File: config.mk
export PLATFORM = sky130hd
export DESIGN_NAME = tl_dcache_ctrl_flat
export DESIGN_NICKNAME = d
export VERILOG_FILES = /design/src/rtl/dcache_pkg.sv /design/src/rtl/tl_dcache_ctrl_if.sv /design/src/rtl/dcache_array.sv /design/src/rtl/tl_dcache_ctrl.sv /design/src/flat_wrapper.sv
export SDC_FILE = /design/constraint.sdc
export NUM_CORES = 1
export LEC_CHECK = 0
export ABC_CLOCK_PERIOD_IN_PS = 4400
export CAP_MARGIN = 20
export CORE_MARGIN = 5
export CORE_UTILIZATION = 30
export CTS_CLUSTER_DIAMETER = 100
export DETAILED_ROUTE_END_ITERATION = 7
export PLACE_DENSITY = 0.59
export SYNTH_ARGS = -nofsm -noshare
export SYNTH_HDL_FRONTEND = slang
export SYNTH_SLANG_ARGS = --single-unit
File: constraint.sdc
create_clock -name clk_i -period 4.4 [get_ports clk_i]
set_input_delay 0.66 -clock clk_i [delete_from_list [all_inputs] [get_ports clk_i]]
set_output_delay 0.66 -clock clk_i [all_outputs]
set_load 0.01 [all_outputs]
File: src/rtl/dcache_pkg.sv
// Shared constants and types for the TL-stage data cache controller.
package dcache_pkg;

  localparam logic [6:0] OPC_LOAD  = 7'b0000011;
  localparam logic [6:0] OPC_STORE = 7'b0100011;

  localparam logic [2:0] F3_B = 3'b000;
  localparam logic [2:0] F3_W = 3'b010;

  localparam int LINE_BYTES    = 16;
  localparam int OFFSET_W      = $clog2(LINE_BYTES);
  localparam int NUM_LINES_DEF = 4;
  localparam int INDEX_W       = $clog2(NUM_LINES_DEF);
  localparam int TAG_W         = 32 - OFFSET_W - INDEX_W;

  typedef enum logic [1:0] {
    IDLE = 2'd0,
    WB   = 2'd1,
    FILL = 2'd2
  } state_t;

endpackage

File: src/rtl/tl_dcache_ctrl_if.sv
// Line-granular memory port between the data cache and the memory system.
interface tl_dcache_ctrl_if;

  logic         mem_req_o;
  logic         mem_we_o;
  logic [31:0]  mem_addr_o;
  logic [127:0] mem_wdata_o;
  logic [127:0] mem_rdata_i;
  logic         mem_ack_i;

  modport master (
    output mem_req_o, mem_we_o, mem_addr_o, mem_wdata_o,
    input  mem_rdata_i, mem_ack_i
  );

  modport slave (
    input  mem_req_o, mem_we_o, mem_addr_o, mem_wdata_o,
    output mem_rdata_i, mem_ack_i
  );

endinterface

File: src/rtl/dcache_array.sv
// Register-based valid/dirty/tag/data storage for a direct-mapped cache.
module dcache_array #(
  parameter int NUM_LINES = 4,
  parameter int IDX_W     = 2,
  parameter int TAG_W     = 26,
  parameter int LINE_W    = 128
) (
  input  logic                i_clk,
  input  logic                i_rst,
  input  logic [IDX_W-1:0]    i_idx,
  output logic                o_valid,
  output logic                o_dirty,
  output logic [TAG_W-1:0]    o_tag,
  output logic [LINE_W-1:0]   o_data,
  input  logic                i_wr_en,
  input  logic [LINE_W/8-1:0] i_wr_be,
  input  logic [LINE_W-1:0]   i_wr_data,
  input  logic                i_fill_en,
  input  logic [TAG_W-1:0]    i_fill_tag,
  input  logic [LINE_W-1:0]   i_fill_data,
  input  logic                i_clean_en
);

  localparam int unsigned NB = LINE_W / 8;

  logic [NUM_LINES-1:0] r_valid;
  logic [NUM_LINES-1:0] r_dirty;
  logic [TAG_W-1:0]     r_tag  [NUM_LINES];
  logic [LINE_W-1:0]    r_data [NUM_LINES];

  assign o_valid = r_valid[i_idx];
  assign o_dirty = r_dirty[i_idx];
  assign o_tag   = r_tag[i_idx];
  assign o_data  = r_data[i_idx];

  always_ff @(posedge i_clk) begin
    if (i_rst) begin
      r_valid <= '0;
      r_dirty <= '0;
    end else if (i_fill_en) begin
      r_valid[i_idx] <= 1'b1;
      r_dirty[i_idx] <= 1'b0;
    end else if (i_clean_en) begin
      r_dirty[i_idx] <= 1'b0;
    end else if (i_wr_en) begin
      r_dirty[i_idx] <= 1'b1;
    end
  end

  // Tag and data need no reset: valid gates every use of them.
  always_ff @(posedge i_clk) begin
    if (i_fill_en) begin
      r_tag[i_idx]  <= i_fill_tag;
      r_data[i_idx] <= i_fill_data;
    end else if (i_wr_en) begin
      for (int unsigned b = 0; b < NB; b++) begin
        if (i_wr_be[b]) r_data[i_idx][b*8 +: 8] <= i_wr_data[b*8 +: 8];
      end
    end
  end

endmodule

File: src/rtl/tl_dcache_ctrl.sv
// TL-stage data cache: direct-mapped, write-back, write-allocate lookup with
// pipeline stall and a write-back/refill sequencer on the line memory port.
module tl_dcache_ctrl #(
  parameter int NUM_LINES  = 4,
  parameter int LINE_BYTES = 16
) (
  input  logic                    clk_i,
  input  logic                    rst_i,
  input  logic [31:0]             tl_cache_addr_i,
  input  logic [31:0]             tl_store_data_i,
  input  logic [31:0]             tl_instruction_i,
  input  logic                    tl_int_write_enable_i,
  output logic                    stall_core_o,
  output logic [31:0]             tl_load_data_o,
  output logic                    wb_int_write_enable_o,
  tl_dcache_ctrl_if.master        mem
);

  import dcache_pkg::*;

  localparam int OW = $clog2(LINE_BYTES);
  localparam int IW = $clog2(NUM_LINES);
  localparam int TW = 32 - OW - IW;
  localparam int LW = LINE_BYTES * 8;

  state_t r_state;
  state_t w_next;

  logic          w_is_load, w_is_store, w_access, w_is_byte, w_hit;
  logic [IW-1:0] w_idx;
  logic [TW-1:0] w_tag;
  logic [OW-1:0] w_off;
  logic [OW-3:0] w_word_sel;
  logic [1:0]    w_bsel;
  logic          w_valid, w_dirty;
  logic [TW-1:0] w_vtag;
  logic [LW-1:0] w_line;
  logic [31:0]   w_word;
  logic [7:0]    w_byte;
  logic          w_wr_en, w_fill_en, w_clean_en;
  logic [LINE_BYTES-1:0] w_be;
  logic [LW-1:0] w_wr_data;
  logic          w_unused;

  assign w_is_load  = tl_instruction_i[6:0] == OPC_LOAD;
  assign w_is_store = tl_instruction_i[6:0] == OPC_STORE;
  assign w_access   = w_is_load || w_is_store;
  assign w_is_byte  = tl_instruction_i[14:12] == F3_B;
  assign w_unused   = ^{tl_instruction_i[31:15], tl_instruction_i[11:7]};

  assign w_off      = tl_cache_addr_i[OW-1:0];
  assign w_word_sel = w_off[OW-1:2];
  assign w_bsel     = w_off[1:0];
  assign w_idx      = tl_cache_addr_i[OW+IW-1:OW];
  assign w_tag      = tl_cache_addr_i[31:OW+IW];

  dcache_array #(
    .NUM_LINES (NUM_LINES),
    .IDX_W     (IW),
    .TAG_W     (TW),
    .LINE_W    (LW)
  ) u_array (
    .i_clk       (clk_i),
    .i_rst       (rst_i),
    .i_idx       (w_idx),
    .o_valid     (w_valid),
    .o_dirty     (w_dirty),
    .o_tag       (w_vtag),
    .o_data      (w_line),
    .i_wr_en     (w_wr_en),
    .i_wr_be     (w_be),
    .i_wr_data   (w_wr_data),
    .i_fill_en   (w_fill_en),
    .i_fill_tag  (w_tag),
    .i_fill_data (mem.mem_rdata_i),
    .i_clean_en  (w_clean_en)
  );

  assign w_hit        = w_access && w_valid && (w_vtag == w_tag);
  assign stall_core_o = (r_state != IDLE) || (w_access && !w_hit);
  assign wb_int_write_enable_o = tl_int_write_enable_i && !stall_core_o;

  assign w_word = w_line[{w_word_sel, 5'b0} +: 32];
  assign w_byte = w_word[{w_bsel, 3'b0} +: 8];
  assign tl_load_data_o = (w_is_load && !stall_core_o) ?
                          (w_is_byte ? {{24{w_byte[7]}}, w_byte} : w_word) : '0;

  // Store data is replicated across the line; the byte enables pick the lane.
  assign w_wr_en    = (r_state == IDLE) && w_is_store && w_hit;
  assign w_be       = w_is_byte ? (LINE_BYTES'(1) << w_off)
                                : (LINE_BYTES'(4'hF) << {w_word_sel, 2'b00});
  assign w_wr_data  = w_is_byte ? {LINE_BYTES{tl_store_data_i[7:0]}}
                                : {(LINE_BYTES/4){tl_store_data_i}};
  assign w_fill_en  = (r_state == FILL) && mem.mem_ack_i;
  assign w_clean_en = (r_state == WB) && mem.mem_ack_i;

  always_comb begin
    w_next = r_state;
    unique case (r_state)
      IDLE: if (w_access && !w_hit) w_next = (w_valid && w_dirty) ? WB : FILL;
      WB:   if (mem.mem_ack_i) w_next = FILL;
      FILL: if (mem.mem_ack_i) w_next = IDLE;
      default: w_next = IDLE;
    endcase
  end

  always_ff @(posedge clk_i) begin
    if (rst_i) r_state <= IDLE;
    else       r_state <= w_next;
  end

  always_comb begin
    mem.mem_req_o   = 1'b0;
    mem.mem_we_o    = 1'b0;
    mem.mem_addr_o  = '0;
    mem.mem_wdata_o = '0;
    unique case (r_state)
      WB: begin
        mem.mem_req_o   = 1'b1;
        mem.mem_we_o    = 1'b1;
        mem.mem_addr_o  = {w_vtag, w_idx, {OW{1'b0}}};
        mem.mem_wdata_o = w_line;
      end
      FILL: begin
        mem.mem_req_o  = 1'b1;
        mem.mem_addr_o = {w_tag, w_idx, {OW{1'b0}}};
      end
      default: ;
    endcase
  end

endmodule

File: src/flat_wrapper.sv
// flat-port wrapper written by rule: the top's interface ports become plain ports
module tl_dcache_ctrl_flat import dcache_pkg::*;
#(
  parameter int NUM_LINES  = 4,
  parameter int LINE_BYTES = 16
)
  (clk_i, rst_i, tl_cache_addr_i, tl_store_data_i, tl_instruction_i, tl_int_write_enable_i, stall_core_o, tl_load_data_o, wb_int_write_enable_o, mem_mem_req_o, mem_mem_we_o, mem_mem_addr_o, mem_mem_wdata_o, mem_mem_rdata_i, mem_mem_ack_i);
  tl_dcache_ctrl_if mem_i ();
  input  logic clk_i;
  input  logic rst_i;
  input  logic [31:0] tl_cache_addr_i;
  input  logic [31:0] tl_store_data_i;
  input  logic [31:0] tl_instruction_i;
  input  logic tl_int_write_enable_i;
  output logic stall_core_o;
  output logic [31:0] tl_load_data_o;
  output logic wb_int_write_enable_o;
  output wire logic [$bits(mem_i.mem_req_o)-1:0] mem_mem_req_o;
  output wire logic [$bits(mem_i.mem_we_o)-1:0] mem_mem_we_o;
  output wire logic [$bits(mem_i.mem_addr_o)-1:0] mem_mem_addr_o;
  output wire logic [$bits(mem_i.mem_wdata_o)-1:0] mem_mem_wdata_o;
  input wire logic [$bits(mem_i.mem_rdata_i)-1:0] mem_mem_rdata_i;
  input wire logic [$bits(mem_i.mem_ack_i)-1:0] mem_mem_ack_i;
  assign mem_mem_req_o = mem_i.mem_req_o;
  assign mem_mem_we_o = mem_i.mem_we_o;
  assign mem_mem_addr_o = mem_i.mem_addr_o;
  assign mem_mem_wdata_o = mem_i.mem_wdata_o;
  assign mem_i.mem_rdata_i = mem_mem_rdata_i;
  assign mem_i.mem_ack_i = mem_mem_ack_i;
  tl_dcache_ctrl #(.NUM_LINES(NUM_LINES), .LINE_BYTES(LINE_BYTES)) u_core (.clk_i(clk_i), .rst_i(rst_i), .tl_cache_addr_i(tl_cache_addr_i), .tl_store_data_i(tl_store_data_i), .tl_instruction_i(tl_instruction_i), .tl_int_write_enable_i(tl_int_write_enable_i), .stall_core_o(stall_core_o), .tl_load_data_o(tl_load_data_o), .wb_int_write_enable_o(wb_int_write_enable_o), .mem(mem_i));
endmodule
==> impl_metrics.env, run 1 <==
export IMPL_drt_first_pass_iters=6
export IMPL_drtIter0Drc=1801
export IMPL_synth_top_area_share_pct=65.27
export IMPL_grt_setup_unrepaired="yes"
export IMPL_clockRootBuffer="clkbuf_16"
export IMPL_path_clk_slew_ns=0.06
export IMPL_synth_seq_cells=626
export IMPL_die_y_um=317.3
export IMPL_antenna_found_initial=11
export IMPL_synth_area_um2=28340
export IMPL_worst_clock_skew_ns=0.02683
export IMPL_ys_warn_count=0
export IMPL_startpoint_type="input pin"
export IMPL_fin_util_pct=41.08
export IMPL_hpwl_um=74060
export IMPL_cts_max_level=3
export IMPL_hp_class="flip-flop to flip-flop"
export IMPL_grt_max_degree=102
export IMPL_synth_largest_area_cell="edfxtp_1"
export IMPL_worstPathMaxFanout=101
export IMPL_setup_viol=0
export IMPL_clock_latency_ns=0.62
export IMPL_area_growth_pct=35.71
export IMPL_slew_violations=0
export IMPL_cts_tree="yes"
export IMPL_start_util_pct=30.27
export IMPL_p_per_area_nw_per_um2=361.6
export IMPL_seqCellArea_um2=18700
export IMPL_synthArstFlopShare_pct=0
export IMPL_synth_top_family_by_area="multiplexers"
export IMPL_fill_cells=8577
export IMPL_synthTopCellsByArea="edfxtp_1 (65%), mux4_2 (14%), mux2_2 (5.2%)"
export IMPL_synth_main_ff_cell="edfxtp_1"
export IMPL_setup_worst_path_class="input pin to output port"
export IMPL_yosysSeqAreaShare_pct=65.98
export IMPL_postRouteAntennaNets=0
export IMPL_vias=18580
export IMPL_clock_sinks=626
export IMPL_synth_fa_ha_area_share_pct=0.1325
export IMPL_leakage_nw=13.05
export IMPL_period_share_pct=98.07
export IMPL_core_area_um2=93610
export IMPL_ys_types=53
export IMPL_avgRoutedWirePerCell_um=27.46
export IMPL_gp_congestion=0.8750
export IMPL_layout_common_cells="edfxtp_1 (616), clkdlybuf4s50_1 (357), buf_4 (261), mux4_2 (182), and2_1 (137)"
export IMPL_crit_required_ns=3.74
export IMPL_max_freq_ghz=0.2317
export IMPL_grt_pass1_vias=19463
export IMPL_grt_overflow_total=0
export IMPL_crit_arrival_ns=3.66
export IMPL_stdcell_area_um2=38460
export IMPL_max_slew_margin_pct=40.94
export IMPL_dpl_cell_area_um2=35880
export IMPL_layout_commonest_cell="edfxtp_1"
export IMPL_ioPinCount=424
export IMPL_synth_edff_count=616
export IMPL_status="completed"
export IMPL_worstSetupEndpointType="output port"
export IMPL_synth_area_mux_share_pct=20.36
export IMPL_track_usage_pct=19.22
export IMPL_synth_compound_area_share_pct=3.435
export IMPL_io_buffers=397
export IMPL_drive_gt1_share_pct=33.94
export IMPL_maxCapViolations=0
export IMPL_synth_simple_gate_area_share_pct=7.572
export IMPL_hold_viol=0
export IMPL_period_needed_ns=4.315
export IMPL_numCtsBuffers=70
export IMPL_avgSynthCellArea_um2=17.19
export IMPL_die_x_um=317.3
export IMPL_wirelength_um=99470
export IMPL_clock_path_buffers=3
export IMPL_dieArea_um2=100700
export IMPL_grt_pass1_wl_um=139000
export IMPL_row_count=112
export IMPL_synth_cells=1649
export IMPL_peakVddDrop_mv=0.2492
export IMPL_drc_errors=0
export IMPL_viasPerCell=5.130
export IMPL_synthXorXnorAreaFrac_pct=0.6181
export IMPL_multi_input_area_um2=9304
export IMPL_nNetsFinal=2541
export IMPL_tightest_slew_ns=0.8858
worst paths after layout:
kind	slack (ns)	to	from	cells after the start
setup / recovery	0.08	tl_load_data_o[1]	tl_cache_addr_i[5]	9
hold / removal	0.47	u_core.u_array.r_valid[1]$_SDFFE_PP0P_	u_core.u_array.r_valid[1]$_SDFFE_PP0P_	2
hold reg to reg	0.47	u_core.u_array.r_valid[1]$_SDFFE_PP0P_	u_core.u_array.r_valid[1]$_SDFFE_PP0P_	2
setup reg to reg	0.88	u_core.u_array.r_data[2][24]$_DFFE_PP_	u_core.u_array.r_tag[0][21]$_DFFE_PP_	11
routing by layer:
metal  share of wire, %  GRT usage [%]  up-vias
li1                   -              -     7865
met1                 41          26.00     9608
met2                 46          30.59      943
met3                9.9          5.389      158
met4                2.9          5.436        6
met5              0.041              0        -
cell families after synthesis:
kind of cell    count (synthesis)
compound gates                164
xor+xnor                       20
fa+ha+maj                       3
buf+inv                       121
flops                         626
mux                           332
other cells                     1
simple gates                  382
through the flow:
stage	total power, W	setup TNS (ns)	setup WS (ns)	instances	hold slack (ns)
2_1_floorplan	0.007367	0	0.1785	1652	0.4348
3_3_place_gp	0.008114	-21.77	-0.7164	3484	0.4508
3_5_place_dp	0.008134	-46.11	-0.7342	3484	0.4570
4_1_cts	0.01401	0	0.003017	3615	0.4708
5_1_grt	0.01435	-0.06152	-0.01752	3619	0.4846
6_report	0.01391	0	0.08492	3622	0.4745
Yosys cell counts, types with 19 or more instances:
master,number
clkbuf_1,69
nor2_1,29
o21ai_0,74
a21oi_1,36
mux4_2,182
nand2_1,126
a22oi_1,23
edfxtp_1,616
and2_1,137
nor2b_1,29
buf_2,19
mux2_2,132
state kept, by name, indices dropped and copies added (netlist names), named ones only:
register,flops
u_core.u_array.r_valid,4
u_core.u_array.r_tag,104
u_core.u_array.r_data,512
u_core.r_state,2
worst max-delay path, cell delays in order:
cell	delay [ns]
buf_6	0.15
buf_4	0.16
buf_16	0.40
buf_12	0.35
mux4_2	0.40
mux4_2	0.63
o21ai_2	0.34
a211oi_2	0.13
dlygate4sd2_1	0.30
power breakdown:
| group | total (W) | switching, W | internal, W |
|---|---|---|---|
| clock | 0.00585 | 0.00240 | 0.00345 |
| sequential | 0.00665 | 0.0000167 | 0.00663 |
| combinational | 0.00141 | 0.000763 | 0.000644 |
what timing repair did:
| action | 4_1_cts | 5_1_grt |
|---|---|---|
| cloned | 4 | 1 |
| pin swaps | 6 | 4 |
| hold buffers | 0 | 0 |
| endpoints found under the setup margin | 34 | 32 |
| setup buffers | 2 | 2 |
| resized for setup | 129 | 42 |
cell type report:
type                       count  area share, %
inverter                      14         0.1366
clock buffer                  85          4.812
sequential                   626          48.62
multi-input combinational    905          24.19
clock inverter                40          1.168
tap                         1254          4.080
antenna                        5        0.03254
timing repair buffer         693          16.96
No activity file was read; power rests on OpenSTA's default activity.
==> run 2: changes to the inputs <==
--- a/config.mk
+++ b/config.mk
@@ -12,6 +12,7 @@
 export CTS_CLUSTER_DIAMETER = 100
 export DETAILED_ROUTE_END_ITERATION = 7
 export PLACE_DENSITY = 0.59
+export SETUP_SLACK_MARGIN = 0.15
 export SYNTH_ARGS = -nofsm -noshare
 export SYNTH_HDL_FRONTEND = slang
 export SYNTH_SLANG_ARGS = --single-unit
==> run 2 against run 1 <==
Effect of this change:
- utilization increased by 0.23 points
- hold slack better by 0.0016 ns
- via count barely moved
- combinational power about the same
- register-to-register slack worse by 0.05 ns
- design area up 0.55%
- sequential share of layout area shrank 0.27 points
- sequential power barely moved
- total power up 0.15%
- die area did not move
- critical path type unchanged
- largest cell class unchanged
==> impl_metrics.env, run 2 (synthesis gave the netlist of run 1 again) <==
export IMPL_core_area_um2=93610
export IMPL_cp_cell_sequence="dlygate4sd2_1 > nor4_4 > buf_4 > o2111ai_2 > or4_4 > nor4_4 > o211ai_1 > or3_4 > buf_12 > buf_16 > buf_16 > a21oi_2 > buf_2"
export IMPL_reg2reg_to="u_core.u_array.r_data[2][24]$_DFFE_PP_"
export IMPL_period_share_pct=96.61
export IMPL_hold_viol=0
export IMPL_postRouteAntennaNets=0
export IMPL_r2r_slack_ns=0.83
export IMPL_dpl_worst_slack_ns=-0.7342
export IMPL_start_util_pct=30.27
export IMPL_area_growth_pct=36.45
export IMPL_crit_arrival_ns=3.59
export IMPL_cts_max_level=3
export IMPL_layout_common_cells="edfxtp_1 (616), clkdlybuf4s50_1 (356), buf_4 (259), mux4_2 (182), and2_1 (137)"
export IMPL_place_inst=3484
export IMPL_nNetsFinal=2545
export IMPL_cp_startpoint="tl_instruction_i[2]"
export IMPL_clock_path_buffers=3
export IMPL_die_x_um=317.3
export IMPL_clock_latency_ns=0.61
export IMPL_cts_tree="yes"
export IMPL_die_y_um=317.3
export IMPL_worstSetupEndpointType="output port"
export IMPL_worstPathMaxFanout=6
export IMPL_wirelength_um=100400
export IMPL_ioPinCount=424
export IMPL_max_freq_ghz=0.2352
export IMPL_layout_setup_ws_ns=0.1491
export IMPL_slowest_delay_ns=0.56
export IMPL_grt_pass1_wl_um=140100
export IMPL_largest_reg_flops=512
export IMPL_crit_end="tl_load_data_o[27]"
export IMPL_drive_gt1_share_pct=34.69
export IMPL_fin_util_pct=41.31
export IMPL_grt_max_degree=55
export IMPL_reg_top3="u_core.u_array.r_data x512, u_core.u_array.r_tag x104, u_core.u_array.r_valid x4"
export IMPL_viasPerCell=5.125
export IMPL_grt_overflow_total=0
export IMPL_drt_first_pass_iters=5
export IMPL_path_clk_slew_ns=0.06
export IMPL_setup_worst_path_class="input pin to output port"
export IMPL_hp_class="flip-flop to flip-flop"
export IMPL_hold_buffers=0
export IMPL_worst_clock_skew_ns=0.03243
export IMPL_antenna_found_initial=10
export IMPL_timing_hold_ws_ns=0.4761
export IMPL_maxCapViolations=0
export IMPL_vias=18583
export IMPL_critPathBufInv=6
export IMPL_slew_violations=0
export IMPL_drc_errors=0
export IMPL_setup_viol=0
export IMPL_io_buffers=397
export IMPL_path_delay_family="simple AND/OR/NAND/NOR gates"
export IMPL_layout_commonest_cell="edfxtp_1"
export IMPL_dieArea_um2=100700
export IMPL_peakVddDrop_mv=0.2484
export IMPL_grt_pass1_vias=19504
export IMPL_hpwl_um=74060
export IMPL_drtIter0Drc=1925
export IMPL_status="completed"
export IMPL_regMostFlops="u_core.u_array.r_data"
export IMPL_tightest_slew_ns=0.8623
export IMPL_crit_required_ns=3.74
export IMPL_crit_slowest_cell="or4_4"
export IMPL_gp_congestion=0.8750
export IMPL_avgRoutedWirePerCell_um=27.69
export IMPL_r2r_cells=11
export IMPL_p_per_area_nw_per_um2=360.1
export IMPL_cp_depth=13
export IMPL_row_count=112
export IMPL_startpoint_type="input pin"
export IMPL_numCtsBuffers=70
export IMPL_max_slew_margin_pct=42.51
export IMPL_clock_sinks=626
export IMPL_leakage_nw=13.11
export IMPL_clockRootBuffer="clkbuf_16"
export IMPL_track_usage_pct=19.40
export IMPL_r2r_start="u_core.u_array.r_tag[0][21]$_DFFE_PP_"
export IMPL_grt_setup_unrepaired="yes"
export IMPL_period_needed_ns=4.251
export IMPL_final_cells=3626
## run 2: cell count changes in the layout (fill, tap and decap cells not counted), moves of 4 or more
cell	before	now
a21oi_1	26	11
a21oi_2	10	23
buf_2	20	29
clkbuf_2	10	1
buf_6	5	10
buf_16	4	8
## run 2: power by group
part	switching, W	internal (W)	total [W]
Sequential	0.0000168	0.00663	0.00665
Clock	0.00240	0.00345	0.00585
Combinational	0.000774	0.000651	0.00142
## run 2: worst min-delay path, delay by kind of cell (launching register included)
kind / cells / cell delay [ns]
flip-flops: 1 / 0.33
AND/OR/NAND/NOR: 2 / 0.12
## run 2: repair_timing
item	4_1_cts	5_1_grt
setup endpoints to repair	34	31
gates cloned	6	2
setup buffers	3	1
pin swaps	7	2
resized for setup	189	32
## run 2: worst min path at each step
stage / from / endpoint / slack, ns / depth (start not counted)
after floorplan: u_core.u_array.r_valid[2]$_SDFFE_PP0P_ / u_core.u_array.r_valid[2]$_SDFFE_PP0P_ / 0.43 / 2
after global placement: u_core.u_array.r_valid[2]$_SDFFE_PP0P_ / u_core.u_array.r_valid[2]$_SDFFE_PP0P_ / 0.45 / 2
after detailed placement: u_core.u_array.r_valid[1]$_SDFFE_PP0P_ / u_core.u_array.r_valid[1]$_SDFFE_PP0P_ / 0.46 / 2
after CTS: u_core.u_array.r_valid[1]$_SDFFE_PP0P_ / u_core.u_array.r_valid[1]$_SDFFE_PP0P_ / 0.47 / 2
after global routing: u_core.u_array.r_valid[1]$_SDFFE_PP0P_ / u_core.u_array.r_valid[1]$_SDFFE_PP0P_ / 0.48 / 2
final: u_core.u_array.r_valid[1]$_SDFFE_PP0P_ / u_core.u_array.r_valid[1]$_SDFFE_PP0P_ / 0.48 / 2
## run 2: stage by stage
| stage | total power [W] | area, um^2 | setup TNS, ns |
|---|---|---|---|
| 2_1_floorplan | 0.007367 | 28350 | 0 |
| 3_3_place_gp | 0.008114 | 35880 | -21.77 |
| 3_5_place_dp | 0.008134 | 35880 | -46.11 |
| 4_1_cts | 0.01402 | 38450 | 0 |
| 5_1_grt | 0.01437 | 38660 | 0 |
| 6_report | 0.01393 | 38670 | 0 |
## run 2: final cells by class
| type | count | area [um^2] |
|---|---|---|
| fillers | 8552 | 54940 |
| flip-flops and latches | 626 | 18700 |
| multi-input cells | 905 | 9378 |
| repair buffers | 697 | 6659 |
| clock buffers | 85 | 1851 |
| well taps | 1254 | 1569 |
| clock inverters | 40 | 449.2 |
| inverters | 14 | 52.55 |
| diodes | 5 | 12.51 |
## run 2: routing by layer
layer | vias up | GRT usage, % | part of all wire, %
li1 | 7870 | - | -
met4 | 4 | 5.684 | 3.0
met3 | 155 | 5.266 | 9.7
met5 | - | 0 | 0.027
met2 | 908 | 30.84 | 47
met1 | 9646 | 26.32 | 41
